[src/rtl/sensor_app_pkg.sv]
`default_nettype none
// ============================================================================
// Module      : sensor_app_pkg
// Description : Shared opcodes, ACK byte, FSM states and reply sizing for the
//               sensor application controller.
// Revision    : 1.0 - initial release
// ============================================================================
package sensor_app_pkg;

    localparam logic [7:0] c_op_read_count = 8'h30;
    localparam logic [7:0] c_op_clear      = 8'h31;
    localparam logic [7:0] c_op_version    = 8'h32;
    localparam logic [7:0] c_ack           = 8'hA0;
    localparam int         c_max_reply_len = 4;

    typedef enum logic [1:0] {
        ST_IDLE   = 2'd0,
        ST_RX     = 2'd1,
        ST_DECODE = 2'd2,
        ST_TX     = 2'd3
    } state_t;

endpackage
`default_nettype wire

[src/rtl/sensor_event_counter.sv]
`default_nettype none
// ============================================================================
// Module      : sensor_event_counter
// Description : Saturating radiation event counter with synchronous clear.
// Revision    : 1.0 - initial release
// ============================================================================
module sensor_event_counter #(
    parameter int COUNT_WIDTH = 32
) (
    input  logic                   clk,
    input  logic                   rst,
    input  logic                   hit,
    input  logic                   clear,
    output logic [COUNT_WIDTH-1:0] count
);

    logic [COUNT_WIDTH-1:0] r_count;

    // A hit landing on the clear cycle is counted after the clear
    always_ff @(posedge clk) begin
        if (rst) begin
            r_count <= '0;
        end else if (clear) begin
            r_count <= hit ? COUNT_WIDTH'(1) : '0;
        end else if (hit && (r_count != '1)) begin
            r_count <= r_count + 1'b1;
        end
    end

    assign count = r_count;

endmodule
`default_nettype wire

[src/rtl/sensor_app_controller.sv]
`default_nettype none
// ============================================================================
// Module      : sensor_app_controller
// Description : Single-byte command decoder and reply streamer for the
//               radiation sensor tag application layer.
// Revision    : 1.0 - initial release
// ============================================================================
module sensor_app_controller
    import sensor_app_pkg::*;
#(
    parameter int         COUNT_WIDTH = 32,
    parameter logic [7:0] VERSION     = 8'h01
) (
    input  logic                   clk,
    input  logic                   rst,
    input  logic                   rx_soc,
    input  logic                   rx_eoc,
    input  logic                   rx_error,
    input  logic                   rx_data_valid,
    input  logic [7:0]             rx_data,
    input  logic                   resend_last,
    input  logic                   tx_req,
    output logic                   tx_data_valid,
    output logic [7:0]             tx_data,
    output logic                   tx_last,
    input  logic                   hit,
    output logic [COUNT_WIDTH-1:0] count
);

    state_t      r_state;
    state_t      w_state_next;
    logic [1:0]  r_nbytes;
    logic        r_rx_err;
    logic [7:0]  r_first;
    logic [7:0]  r_buf [c_max_reply_len];
    logic [2:0]  r_buf_len;
    logic        r_pending;
    logic [1:0]  r_tx_idx;
    logic        r_tx_valid;
    logic        r_tx_last;
    logic [7:0]  r_tx_data;

    logic [1:0]  w_nbytes;
    logic [7:0]  w_opcode;
    logic        w_frame_ok;
    logic        w_eoc;
    logic        w_clear;
    logic        w_accept;
    logic [1:0]  w_next_idx;
    logic [31:0] w_count32;

    // Byte count saturates at 2: anything beyond one byte is already invalid
    assign w_nbytes   = (rx_data_valid && (r_nbytes != 2'd2)) ? r_nbytes + 2'd1 : r_nbytes;
    assign w_opcode   = (r_nbytes == 2'd0) ? rx_data : r_first;
    assign w_frame_ok = (w_nbytes == 2'd1) && !(r_rx_err || rx_error);
    assign w_eoc      = (r_state == ST_RX) && rx_eoc && !rx_soc;
    assign w_clear    = w_eoc && !resend_last && w_frame_ok && (w_opcode == c_op_clear);
    assign w_accept   = r_tx_valid && tx_req;
    assign w_next_idx = r_tx_idx + 2'd1;

    always_comb begin
        w_count32                  = '0;
        w_count32[COUNT_WIDTH-1:0] = count;
    end

    sensor_event_counter #(
        .COUNT_WIDTH(COUNT_WIDTH)
    ) u_counter (
        .clk  (clk),
        .rst  (rst),
        .hit  (hit),
        .clear(w_clear),
        .count(count)
    );

    always_ff @(posedge clk) begin
        if (rst) r_state <= ST_IDLE;
        else     r_state <= w_state_next;
    end

    always_comb begin
        w_state_next = r_state;
        case (r_state)
            ST_IDLE:   if (rx_soc) w_state_next = ST_RX;
            ST_RX:     if (rx_soc) w_state_next = ST_RX;
                       else if (rx_eoc) w_state_next = ST_DECODE;
            ST_DECODE: w_state_next = r_pending ? ST_TX : ST_IDLE;
            ST_TX:     if (rx_soc) w_state_next = ST_RX;
                       else if (w_accept && r_tx_last) w_state_next = ST_IDLE;
            default:   w_state_next = ST_IDLE;
        endcase
    end

    always_ff @(posedge clk) begin
        if (rst) begin
            r_nbytes   <= '0;
            r_rx_err   <= 1'b0;
            r_first    <= '0;
            r_buf_len  <= '0;
            r_pending  <= 1'b0;
            r_tx_idx   <= '0;
            r_tx_valid <= 1'b0;
            r_tx_data  <= '0;
            r_tx_last  <= 1'b0;
            for (int i = 0; i < c_max_reply_len; i++) r_buf[i] <= '0;
        end else begin
            if (rx_soc && (r_state != ST_DECODE)) begin
                r_nbytes <= '0;
                r_rx_err <= 1'b0;
            end else if (r_state == ST_RX) begin
                if (rx_data_valid) begin
                    if (r_nbytes == 2'd0) r_first <= rx_data;
                    r_nbytes <= w_nbytes;
                end
                if (rx_error) r_rx_err <= 1'b1;
            end

            // The reply buffer is only rewritten by a valid, non-resend frame
            if (w_eoc) begin
                if (resend_last) begin
                    r_pending <= (r_buf_len != 3'd0);
                end else if (w_frame_ok) begin
                    case (w_opcode)
                        c_op_read_count: begin
                            r_buf[0]  <= w_count32[31:24];
                            r_buf[1]  <= w_count32[23:16];
                            r_buf[2]  <= w_count32[15:8];
                            r_buf[3]  <= w_count32[7:0];
                            r_buf_len <= 3'd4;
                            r_pending <= 1'b1;
                        end
                        c_op_clear: begin
                            r_buf[0]  <= c_ack;
                            r_buf_len <= 3'd1;
                            r_pending <= 1'b1;
                        end
                        c_op_version: begin
                            r_buf[0]  <= VERSION;
                            r_buf_len <= 3'd1;
                            r_pending <= 1'b1;
                        end
                        default: r_pending <= 1'b0;
                    endcase
                end else begin
                    r_pending <= 1'b0;
                end
            end

            case (r_state)
                ST_DECODE: begin
                    if (r_pending) begin
                        r_tx_valid <= 1'b1;
                        r_tx_data  <= r_buf[0];
                        r_tx_last  <= (r_buf_len == 3'd1);
                        r_tx_idx   <= '0;
                    end
                end
                ST_TX: begin
                    if (rx_soc || (w_accept && r_tx_last)) begin
                        r_tx_valid <= 1'b0;
                        r_tx_data  <= '0;
                        r_tx_last  <= 1'b0;
                    end else if (w_accept) begin
                        r_tx_idx  <= w_next_idx;
                        r_tx_data <= r_buf[w_next_idx];
                        r_tx_last <= (({1'b0, r_tx_idx} + 3'd2) == r_buf_len);
                    end
                end
                default: ;
            endcase
        end
    end

    assign tx_data_valid = r_tx_valid;
    assign tx_data       = r_tx_data;
    assign tx_last       = r_tx_last;

endmodule
`default_nettype wire

[config.mk]
export PLATFORM = sky130hd
export DESIGN_NAME = sensor_app_controller
export DESIGN_NICKNAME = d
export VERILOG_FILES = /design/src/rtl/sensor_app_pkg.sv /design/src/rtl/sensor_event_counter.sv /design/src/rtl/sensor_app_controller.sv
export SDC_FILE = /design/constraint.sdc
export NUM_CORES = 1
export LEC_CHECK = 0
export ABC_AREA = 1
export CAP_MARGIN = 20
export CORE_AREA = 2 2 109 111
export CTS_CLUSTER_SIZE = 20
export DETAILED_ROUTE_END_ITERATION = 10
export DIE_AREA = 0 0 111 113
export PLACE_DENSITY = 0.62
export SYNTH_ARGS = -nofsm -noshare
export SYNTH_HDL_FRONTEND = slang
export SYNTH_SLANG_ARGS = --single-unit
[constraint.sdc]
create_clock -name clk -period 3.7 [get_ports clk]
set_input_delay 0.925 -clock clk [delete_from_list [all_inputs] [get_ports clk]]
set_output_delay 0.925 -clock clk [all_outputs]
set_load 0.02 [all_outputs]
==> key figures <==
Job
  – Max Cap Viol: 0

Clocking
  – CTS Hold Buffers Added: 0
  – Clock Latency Late Sink: about 0.35 ns
  – Worst-path clk slew: ~0.06 ns
  – TritonCTS clock tree: built
  – Post-CTS Setup Repair Bufs: 0
  – Root buf cell: clkbuf_16
  – Cts repair resizes: 0
  – H-tree Lvls: 3
  – Clock buffer depth: 2
  – TritonCTS buffer count: 9
  – TritonCTS sink count: between 90 and 100

Worst setup path
  – Worst EP arrival: ~2.7 ns
  – CP Max Fanout: 29
  – Worst EP required: ~3.8 ns
  – Crit Reg-Reg Startpoint: r_nbytes[0]
  – Kind of critical path: primary input to register
  – R2R Path End: u_counter.count[22]
  – Worst Reg-to-Reg Cells: 14
  – CP Launch Type: primary input
  – Crit. Startpoint: rx_data_valid
  – Crit end category: register
  – Reg2Reg Setup Slack: about 1.2 ns

Worst hold path
  – HP Start: r_first[2]
  – Worst Hold Path Cells: 2
  – HP Class: register to register
  – Hold EP: r_first[2]

Global route
  – Largest net degree at the start of global routing: 30
  – Total Routing Usage GR: 0.212
  – First-pass GRT wire length: approximately 21,000 um
  – Met3 Use GR: 0.0300
  – Met1 GRT Util: 0.309
  – Vias in the first global route: between 4,000 and 5,000
  – Number of antenna violations at the first check in global routing: 0
  – GR peak layer: met2
  – GRT met2 Usage: 0.319
  – GR Overflow Total: 0

Timing
  – Fmax: between 300 and 400 MHz
  – Final hold vios: 0
  – Final critical-path required period: 2.60 ns
  – Final setup margin: about 1.1 ns
  – RSZ-0062 raised after global routing: no
  – Skew final: about 0.0069 ns
  – Slew Limit Fails: 0
  – Final hold slack: 0.481 ns
  – Final setup violation count: 0
  – Least-Margin Pin Slew: between 0.5 and 0.6 ns
  – Setup_tns: 0 ns
  – Tcrit/Tclk final: 0.704
  – Relative slew slack: 0.609

Cells and area
  – Final #Nets: approximately 790
  – Fillers: 1,124
  – Non-filler cells in the finished layout: around 920
  – Synth-to-Final Area Change: 19.2%
  – Commonest non-fill, non-tap cells in the layout: nand2_1 (187), nor2_1 (105), inv_1 (88)
  – Antenna cells: 0
  – Layout cells sized above 1: 0.0696
  – Commonest non-fill, non-tap cell in the layout: nand2_1

Floorplanning
  – Row count: 39
  – Initial Utilization: 0.442
  – CORE AREA: 0.0113 sq mm
  – Die width: approximately 110 um
  – Height of the die: 113 um
  – Die area: approximately 0.013 sq mm
  – I/O Pins: between 50 and 60

Status
  – Status: completed

Placement
  – I/O Buffers: just under 60
  – Pre-CTS worst setup slack: ~0.73 ns
  – DPL Wire Length: slightly below 10,000 um
  – Placer's final routability congestion estimate: just under 0.9
  – Placed cells: approximately 900

Logic synthesis
  – #FFs+latches synth: just over 90
  – Count of mapped cells out of synthesis: 715
  – Warning count from the yosys run: 0
  – Number of synthesized flops with an enable pin: 32
  – Sequential cell area fraction in the yosys report: 0.434
  – Mapped Area: 0.00499 sq mm
  – Avg Synthesized Cell Area: ~7.0 sq um
  – Top FF cell, synth: dfxtp_1
  – Post-synthesis net count: ~740
  – Ys async rst share: 0
  – Yosys cell types: 34

Detailed routing
  – Vias per inst: between 5 and 6
  – DRC errors left: 0
  – Detail Route Antenna Nets: 0
  – Wire per inst: roughly 14 um
  – First-pass iteration count of the detailed router: 5
  – Overall routed net length: around 13,000 um
  – Initial DRC Count: ~370
  – Vias: between 4,000 and 5,000

Power
  – PwrDens: between 300 and 400 mW/mm^2
  – VDD IR-drop max: 0.174 mV
  – Power Total: 2.15 mW
  – Pleak: 2.19 nW
[registers in the layout (all words and copies together) (netlist names)]
register	cells
tx_data_valid	1
r_tx_idx	2
r_buf_len	2
u_counter.count	32
tx_last	1
r_rx_err	1
tx_data	8
r_buf	32
r_first	8
r_nbytes	2
r_pending	1
r_state	2
[synth_stat cells (7+ instances only)]
cell / n / share of area
nor2_2: 14 / 0.018
a21oi_1: 57 / 0.057
edfxtp_1: 32 / 0.19
dfxtp_1: 60 / 0.24
nand2_1: 187 / 0.14
a22oi_1: 8 / 0.012
nand4_1: 11 / 0.014
inv_1: 88 / 0.066
nand3_1: 41 / 0.041
nor2_1: 105 / 0.079
inv_2: 7 / 0.0053
o21ai_0: 43 / 0.043
nor3_1: 9 / 0.0090
[worst max-delay path, stage by stage]
cell and delay (ns):
clkdlybuf4s50_1 0.59, nand2_1 0.10, nand2_1 0.09, nand2_1 0.09
nand2_1 0.13, nor2_4 0.07, nand4_4 0.10, nor2_4 0.05
inv_2 0.40, nor2_1 0.11
[cells by family (layout without fill, tap and decap cells)]
group           Yosys count  count (layout)  share of synthesized area
simple gates            384             384                      0.333
buf+inv                 113             174                     0.0931
compound gates          123             123                      0.132
fa+ha+maj                 3               3                    0.00753
flops                    92              92                      0.434
[layout make-up]
type / instances / area (sq um) / share of cell area
Clock buffer: 9 / 225 / 0.0379
Clock inverter: 7 / 51.3 / 0.00863
Inverter: 97 / 364 / 0.0613
Multi-Input combinational cell: 510 / 2360 / 0.397
Sequential cell: 92 / 2160 / 0.364
Tap cell: 143 / 179 / 0.0301
Timing Repair Buffer: 61 / 603 / 0.101
[how the worst max path moves through the flow]
stage,to,slack [ns]
final,r_buf[2][2],1.10
after global routing,r_first[4],0.89
after CTS,r_buf[2][2],1.09
after detailed placement,r_buf[2][2],0.73
after global placement,r_buf[1][0],0.78
after floorplan,r_buf[1][0],1.24
[metrics by stage]
step	cell area (sq um)	util
6_report	5940	0.527
5_1_grt	5940	0.527
4_1_cts	5940	0.527
3_5_place_dp	5670	0.503
3_3_place_gp	5670	0.503
2_1_floorplan	4990	-
[per-layer routing]
| layer | vias to the layer above | share of wire |
|---|---|---|
| met2 | 144 | 0.43 |
| met5 | - | 0 |
| met3 | 22 | 0.042 |
| met4 | 0 | 0.022 |
| li1 | 2422 | - |
| met1 | 2185 | 0.50 |
[power by group]
group / leakage (nW) / switching [mW] / internal (mW) / total [mW]
Combinational: 1.25 / 0.131 / 0.0702 / 0.201
Sequential: 0.807 / 0.0184 / 1.07 / 1.09
Clock: 0.133 / 0.405 / 0.458 / 0.863
No activity file was read; power rests on OpenSTA's default activity.
